[config.mk]
export PLATFORM = sky130hd
export DESIGN_NAME = nd_pos_controller
export DESIGN_NICKNAME = d
export VERILOG_FILES = /design/src/rtl/nd_pos_controller.sv
export SDC_FILE = /design/constraint.sdc
export NUM_CORES = 1
export LEC_CHECK = 0
export CAP_MARGIN = 40
export CORE_AREA = 2 2 70 46
export CTS_BUF_LIST = sky130_fd_sc_hd__clkbuf_4 sky130_fd_sc_hd__clkbuf_8
export CTS_CLUSTER_SIZE = 28
export DETAILED_ROUTE_END_ITERATION = 10
export DIE_AREA = 0 0 72 48
export PLACE_DENSITY = 0.83
export SYNTH_ARGS = -nofsm -noshare
export SYNTH_HDL_FRONTEND = slang
export SYNTH_SLANG_ARGS = --single-unit
[constraint.sdc]
create_clock -name clk -period 3 [get_ports clk]
set_input_delay 0.45 -clock clk [delete_from_list [all_inputs] [get_ports clk]]
set_output_delay 0.45 -clock clk [all_outputs]
set_load 0.005 [all_outputs]
[src/rtl/nd_pos_controller.sv]
// rtl/nd_pos_controller.sv - N-axis position controller with prescaled stepping, abort and homing
module nd_pos_controller #(
    parameter int AXES     = 2,
    parameter int POS_W    = 4,
    parameter int STEP_DIV = 1
) (
    input  logic                  clk,
    input  logic                  rst_n,
    input  logic                  ena,
    input  logic [AXES*POS_W-1:0] target,
    input  logic                  motion,
    input  logic                  abort,
    input  logic                  home,
    input  logic                  mode,
    output logic [AXES*POS_W-1:0] pos,
    output logic                  busy,
    output logic                  done,
    output logic                  aborted
);

    localparam int PS_W = (STEP_DIV > 1) ? $clog2(STEP_DIV) : 1;

    localparam logic [1:0] ST_IDLE = 2'd0;
    localparam logic [1:0] ST_MOVE = 2'd1;
    localparam logic [1:0] ST_DONE = 2'd2;

    logic [1:0]            state_q, state_d;
    logic                  m_meta_q, m_sync_q, m_prev_q;
    logic                  a_meta_q, a_sync_q;
    logic [AXES*POS_W-1:0] tgt_q, tgt_d;
    logic [AXES*POS_W-1:0] pos_q, pos_d;
    logic                  mode_q, mode_d;
    logic [PS_W-1:0]       presc_q, presc_d;
    logic                  aborted_q, aborted_d;

    logic                  motion_rise;
    logic                  tick;
    logic                  all_eq;
    logic                  seq_found;
    logic [AXES*POS_W-1:0] step_pos;

    assign motion_rise = m_sync_q & ~m_prev_q;
    assign tick        = (presc_q == PS_W'(STEP_DIV - 1));

    // Sequential mode steps only the first unsettled axis; simultaneous steps all of them.
    always_comb begin
        all_eq    = 1'b1;
        seq_found = 1'b0;
        step_pos  = pos_q;
        for (int i = 0; i < AXES; i++) begin
            if (pos_q[i*POS_W +: POS_W] != tgt_q[i*POS_W +: POS_W]) begin
                all_eq = 1'b0;
                if (!mode_q || !seq_found) begin
                    if (pos_q[i*POS_W +: POS_W] < tgt_q[i*POS_W +: POS_W])
                        step_pos[i*POS_W +: POS_W] = pos_q[i*POS_W +: POS_W] + POS_W'(1);
                    else
                        step_pos[i*POS_W +: POS_W] = pos_q[i*POS_W +: POS_W] - POS_W'(1);
                end
                seq_found = 1'b1;
            end
        end
    end

    always_comb begin
        state_d   = state_q;
        tgt_d     = tgt_q;
        pos_d     = pos_q;
        mode_d    = mode_q;
        presc_d   = presc_q;
        aborted_d = aborted_q;
        case (state_q)
            ST_IDLE: begin
                if (motion_rise) begin
                    tgt_d     = target;
                    mode_d    = mode;
                    presc_d   = '0;
                    aborted_d = 1'b0;
                    state_d   = ST_MOVE;
                end else if (home) begin
                    pos_d = '0;
                end
            end
            ST_MOVE: begin
                // Abort beats completion so an aborted move never pulses done.
                if (a_sync_q) begin
                    aborted_d = 1'b1;
                    state_d   = ST_IDLE;
                end else if (all_eq) begin
                    state_d = ST_DONE;
                end else begin
                    presc_d = tick ? '0 : presc_q + PS_W'(1);
                    if (tick)
                        pos_d = step_pos;
                end
            end
            ST_DONE: state_d = ST_IDLE;
            default: state_d = ST_IDLE;
        endcase
    end

    always_ff @(posedge clk or negedge rst_n) begin
        if (!rst_n) begin
            state_q   <= ST_IDLE;
            m_meta_q  <= 1'b0;
            m_sync_q  <= 1'b0;
            m_prev_q  <= 1'b0;
            a_meta_q  <= 1'b0;
            a_sync_q  <= 1'b0;
            tgt_q     <= '0;
            pos_q     <= '0;
            mode_q    <= 1'b0;
            presc_q   <= '0;
            aborted_q <= 1'b0;
        end else if (ena) begin
            state_q   <= state_d;
            m_meta_q  <= motion;
            m_sync_q  <= m_meta_q;
            m_prev_q  <= m_sync_q;
            a_meta_q  <= abort;
            a_sync_q  <= a_meta_q;
            tgt_q     <= tgt_d;
            pos_q     <= pos_d;
            mode_q    <= mode_d;
            presc_q   <= presc_d;
            aborted_q <= aborted_d;
        end
    end

    assign pos     = pos_q;
    assign busy    = (state_q == ST_MOVE);
    assign done    = (state_q == ST_DONE);
    assign aborted = aborted_q;

endmodule

Word-level counts from Yosys, hierarchy flattened
Cells that the tools add are included.
W data, S select, Z words.
{"block": "totals", "in_bits": 15, "output_inout_bits": 11, "wordCells": 72, "regBits": 26}
{"block": "op_classes", "eq_ne": 15, "order_cmp": 2, "addsub": 5, "n_reduce_logical": 11, "bitwise_logic": 2, "n_mux": 25}
{"operator": "$mux W8", "count": 5}
{"operator": "$mux W4", "count": 5}
{"operator": "$pmux W8 S2", "count": 1}
{"operator": "$ne A2 B2 Y1 const B", "count": 6}
{"operator": "$reduce_and A9 Y1", "count": 1}
{"operator": "$add A4 B1 Y4 const B", "count": 2}
{"operator": "$lt A4 B4 Y1", "count": 2}
{"operator": "$mux W1", "count": 8}
{"operator": "$ne A2 B1 Y1 const B", "count": 4}
{"operator": "$ne A4 B4 Y1", "count": 2}
{"operator": "$reduce_and A8 Y1", "count": 1}
{"operator": "$sub A4 B1 Y4 const B", "count": 2}
{"operator": "$mux W2", "count": 3}
{"operator": "$reduce_and A3 Y1", "count": 2}
{"operator": "$reduce_and A5 Y1", "count": 1}
{"operator": "$pmux W1 S2", "count": 2}
{"operator": "$pmux W2 S2", "count": 1}
{"operator": "$reduce_and A4 Y1", "count": 1}
{"operator": "$ne A3 B1 Y1 const B", "count": 1}
{"operator": "$eq A2 B1 Y1 const B", "count": 1}
{"operator": "$eq A2 B2 Y1 const B", "count": 1}
{"operator": "$logic_not A1 Y1", "count": 2}
{"operator": "$logic_not A2 Y1", "count": 1}
{"operator": "$reduce_bool A2 Y1", "count": 1}
{"operator": "other kinds (4)", "count": 4}

Longest topological paths before layout
{"block": "logic_depth", "word_depth": 10, "ltp_mapped": 11, "ltp_nobuf": 11}

Worst setup path before layout
No wires, ideal clock.
{"block": "synth_timing", "path_kind": "reg-to-reg", "from": "register pos_q[5], in the netlist pos[5]", "to": "register pos_q[7], in the netlist pos[7]", "required_time_ns": 2.871, "t_arrival_ns": 2.179, "setup_ns": 0.129, "period_less_slack_ns": 2.308, "path_slack_ns": 0.692, "stages_incl_launch_ff": 11, "n_path_buf": 0, "cell_sequence": "dfrtp_1 > ha_1 > nor2b_1 > o211ai_1 > nand2_1 > ha_1 > a21o_1 > a21oi_1 > a211oi_1 > a211oi_1 > o21ai_1"}
{"block": "synth_between", "elab_chain_cells": 8, "word_cells_on_any_way": 15, "cone_classes": "add/sub (2); order compare (1); eq/ne (3); mux (8); reduce/logical (1)"}
{"item": "start, declared", "line": "31", "source": "logic [AXES*POS_W-1:0] pos_q, pos_d;"}
{"item": "start signal, assigned", "line": "122", "source": "pos_q <= pos_d;"}
{"item": "$sub A4 B1 Y4 (tied with other cells)", "line": "57", "source": "step_pos[i*POS_W +: POS_W] = pos_q[i*POS_W +: POS_W] - POS_W'(1);"}
{"item": "$mux W4", "line": "54", "source": "if (pos_q[i*POS_W +: POS_W] < tgt_q[i*POS_W +: POS_W])"}
{"item": "$mux W4", "line": "53", "source": "if (!mode_q || !seq_found) begin"}
{"item": "$mux W4", "line": "51", "source": "if (pos_q[i*POS_W +: POS_W] != tgt_q[i*POS_W +: POS_W]) begin"}
{"item": "$mux W8", "line": "92", "source": "if (tick)"}
{"item": "$mux W8", "line": "88", "source": "end else if (all_eq) begin"}
{"item": "$mux W8", "line": "85", "source": "if (a_sync_q) begin"}
{"item": "$pmux W8 S2", "line": "71", "source": "case (state_q)"}
Parallel ways exist; a longest one is shown, timed or not. The select of a mux whose other input is x is not followed.
A chain may end at the register's enable or synchronous reset.

Worst setup path after layout
{"block": "layout_timing", "from": "register pos_q[1], in the netlist pos[1]", "to": "register pos_q[3], in the netlist pos[3]"}
{"block": "layout_between", "elab_chain_cells": 7, "word_cells_on_any_way": 15, "cone_classes": "add/sub (2); order compare (1); eq/ne (3); mux (8); reduce/logical (1)"}
{"item": "$sub A4 B1 Y4 (tied with other cells)", "line": "57"}
{"item": "$mux W4", "line": "54"}
{"item": "$mux W4", "line": "51"}
{"item": "$mux W8", "line": "92"}
{"item": "$mux W8", "line": "88"}
{"item": "$mux W8", "line": "85"}
{"item": "$pmux W8 S2", "line": "71"}
Parallel ways exist; a longest one is shown, timed or not. The select of a mux whose other input is x is not followed.

==> results.json <==
{
  "cp_data_required_time_ns": 3.15,
  "grt_use_total": 0.192,
  "status": "completed",
  "die_area_sq_um": 3460,
  "path_cells": "ha_1 > nor2b_1 > o211ai_1 > nand2_1 > ha_1 > a21o_1 > a21oi_1 > a211oi_1 > a211oi_1 > o41ai_1",
  "finClkSkew_ns": 0.00385,
  "nets": 194,
  "vias_per_cell": 5.72,
  "pwr-share-seq": 0.356,
  "cp_data_arrival_time_ns": 2.81,
  "swShare": 0.396,
  "die_x_microns": 72,
  "relSlewSlack": 0.646,
  "cts_max_level": 1,
  "syn_inst": 135,
  "drc_errors": 0,
  "synth_top_area_share": 0.434,
  "yosysTopAreaCell": "dfrtp_1",
  "r2r_cells": 10,
  "synthFlopType": "dfrtp_1",
  "synth_area_leaders": "dfrtp_1, ha_1, mux2_2",
  "area_growth_pct": 23.9,
  "leakage_nw": 0.800,
  "cts_tree": "built",
  "cp-end-kind": "flip-flop",
  "clk_pin_slew_ns": 0.09,
  "tns_ns": 0,
  "placementRows": 15,
  "cp_slowest_cell": "dfrtp_1",
  "crit_type": "flip-flop to flip-flop",
  "maxCapViolations": 0,
  "rsz0062_at_grt": "false",
  "ys_ff_latch": 25,
  "wl_microns": 3020,
  "crit_family": "compound AO/OA/AOI/OAI gates",
  "ff_latch_area_sq_um": 626,
  "fin_crit_ns": 2.66,
  "tightestPinTransition_ns": 0.527,
  "io_buffers": 25,
  "multi_input_area_sq_um": 758,
  "first_pass_iters": 4,
  "cts_buffers": 3,
  "worst_hold_path.num_cells": 1,
  "maxSlewViolCount": 0,
  "place.gp.congestion": 0.811,
  "fp.coreArea_sq_um": 2760,
  "start_kind": "flip-flop",
  "combPwrFrac": 0.507,
  "cts_hold_buf": 0,
  "wl_per_cell_microns": 15.2,
  "drive_gt1_frac": 0.134,
  "post_cts_buffers": 0,
  "placed_cells": 194,
  "dpl_cell_area_sq_um": 1740,
  "num-fill-cells": 221,
  "grt_pass1_wl_microns": 4950,
  "hold_slack_ns": 0.505,
  "start_util": 0.522,
  "synth-edff-count": 0,
  "total_power_w": 0.00156,
  "final_cells": 198,
  "synthArstFlopShare": 1.00,
  "ant_nets": 0,
  "dpl.hpwl_microns": 2310,
  "yosysSeqAreaShare": 0.434,
  "drt_iter0_markers": 49,
  "cts_resized": 0,
  "synth_area_sq_um": 1440,
  "syn_area_per_cell_sq_um": 10.7,
  "slowest_delay_ns": 0.43,
  "ys_types": 33,
  "synthesis.nets": 164,
  "cts.sinks": 25,
  "critPathMaxFanout": 4,
  "crit_cells": 10,
  "fmax_mhz": 376,
  "stdcell_area_sq_um": 1790,
  "p_int_w": 0.000942,
  "finalSetupViolations": 0,
  "hold_violations": 0,
  "fp.dieH_microns": 48,
  "clk_latency_ns": 0.27,
  "powerDensity_nw_per_um2": 873,
  "antenna_found_initial": 0,
  "grt_overflow_total": 0,
  "pin_count": 26,
  "yosysWarnings": 0,
  "power.clock.fraction": 0.137,
  "antennaDiodeCount": 0,
  "path_buf_inv": 0,
  "vias": 1133,
  "cts-root-buf": "clkbuf_8",
  "hold_class": "flip-flop to flip-flop",
  "grt_max_degree": 26,
  "ir_worst_vdd_v": 0.000399,
  "grt_pass1_vias": 1097,
  "clockBufferDepth": 2,
  "p_sw_w": 0.000617,
  "fin_crit_sh": 0.887
}
==> placed cells by master (no fill, tap or decap), drive strengths merged <==
| master | instances |
|---|---|
| dfrtp | 25 |
| nand4 | 2 |
| fa | 2 |
| and2 | 2 |
| nand2 | 14 |
| nand2b | 3 |
| clkbuf | 4 |
| o21a | 1 |
| a211oi | 5 |
| xor2 | 3 |
| o41ai | 1 |
| a31oi | 1 |
| or3b | 1 |
| a21oi | 5 |
| a21o | 2 |
| buf | 1 |
| xnor2 | 1 |
| nand3 | 1 |
| and4 | 2 |
| o211ai | 2 |
| mux2 | 14 |
| o31ai | 4 |
| nor2 | 4 |
| clkdlybuf4s50 | 25 |
| ha | 12 |
| nor2b | 2 |
| nor4b | 1 |
| a21boi | 1 |
| inv | 14 |
| or3 | 2 |
| o21ai | 7 |
==> registers in the layout, summed over array words and instances, names as in the netlist <==
name	count
a_meta_q	1
a_sync_q	1
aborted	1
m_meta_q	1
m_prev_q	1
m_sync_q	1
mode_q	1
pos	8
state_q	2
tgt_q	8
==> layer usage <==
layer  up-vias  track usage  share of wire  wire length (microns)
met5         -            0              0                      0
met4         0       0.0453         0.0076                     23
met3         4       0.0463          0.053                    159
met2        37        0.346           0.47                   1430
met1       555        0.241           0.47                   1410
li1        537            -              -                      -
==> per-stage QoR <==
stage	util	setup slack, ns
after floorplan	-	0.692
after global placement	0.629	0.537
after detailed placement	0.629	0.417
after CTS	0.647	0.404
after global routing	0.647	0.199
final	0.647	0.338
==> cell usage after synthesis (3+ instances only) <==
master / count
dfrtp_1: 25
mux2_2: 13
a21oi_1: 5
a211oi_1: 4
nand2b_1: 3
o21ai_1: 3
nor2_1: 4
nand2_1: 14
xor2_1: 3
o21ai_0: 4
inv_1: 13
ha_1: 12
o31ai_1: 4
==> kinds of logic (layout without fill, tap and decap cells) <==
group	Yosys count	after routing	synth area share
compound gates	29	29	0.134
flops	25	25	0.434
buf+inv	15	44	0.0399
mux	14	14	0.109
fa+ha+maj	14	14	0.132
xor+xnor	4	4	0.0243
simple gates	34	34	0.127
==> worst paths after layout <==
check,startpoint,endpoint,slack [ns]
min in group asynchronous,rst_n,pos[3],0.54
max,pos[1],pos[3],0.34
max in group asynchronous,rst_n,tgt_q[5],2.21
min,tgt_q[6],tgt_q[6],0.51
max reg2reg,pos[1],pos[3],0.34
min reg2reg,tgt_q[6],tgt_q[6],0.51
==> power groups by stage <==
stage | clock network, W | registers [W] | logic [W]
final | 0.000214 | 0.000555 | 0.000790
after global placement | 0 | 0.000550 | 0.000745
after global routing | 0.000233 | 0.000573 | 0.000903
after detailed placement | 0 | 0.000562 | 0.000787
after floorplan | 0 | 0.000535 | 0.000541
after CTS | 0.000218 | 0.000556 | 0.000793
==> final cells by class <==
type                    instances  area share
clock buffers                   4      0.0273
repair buffers                 26       0.144
multi-input cells              95       0.425
flip-flops and latches         25       0.350
well taps                      34      0.0238
inverters                      14      0.0294
==> worst register-to-register path, cell delays in order, from the launching register on <==
cell and delay [ns]:
dfrtp_1 0.43, ha_1 0.32, nor2b_1 0.13, o211ai_1 0.24, nand2_1 0.15, ha_1 0.30
a21o_1 0.18, a21oi_1 0.26, a211oi_1 0.11, a211oi_1 0.29, o41ai_1 0.12
Note: power is estimated with default switching activity, not from simulation.
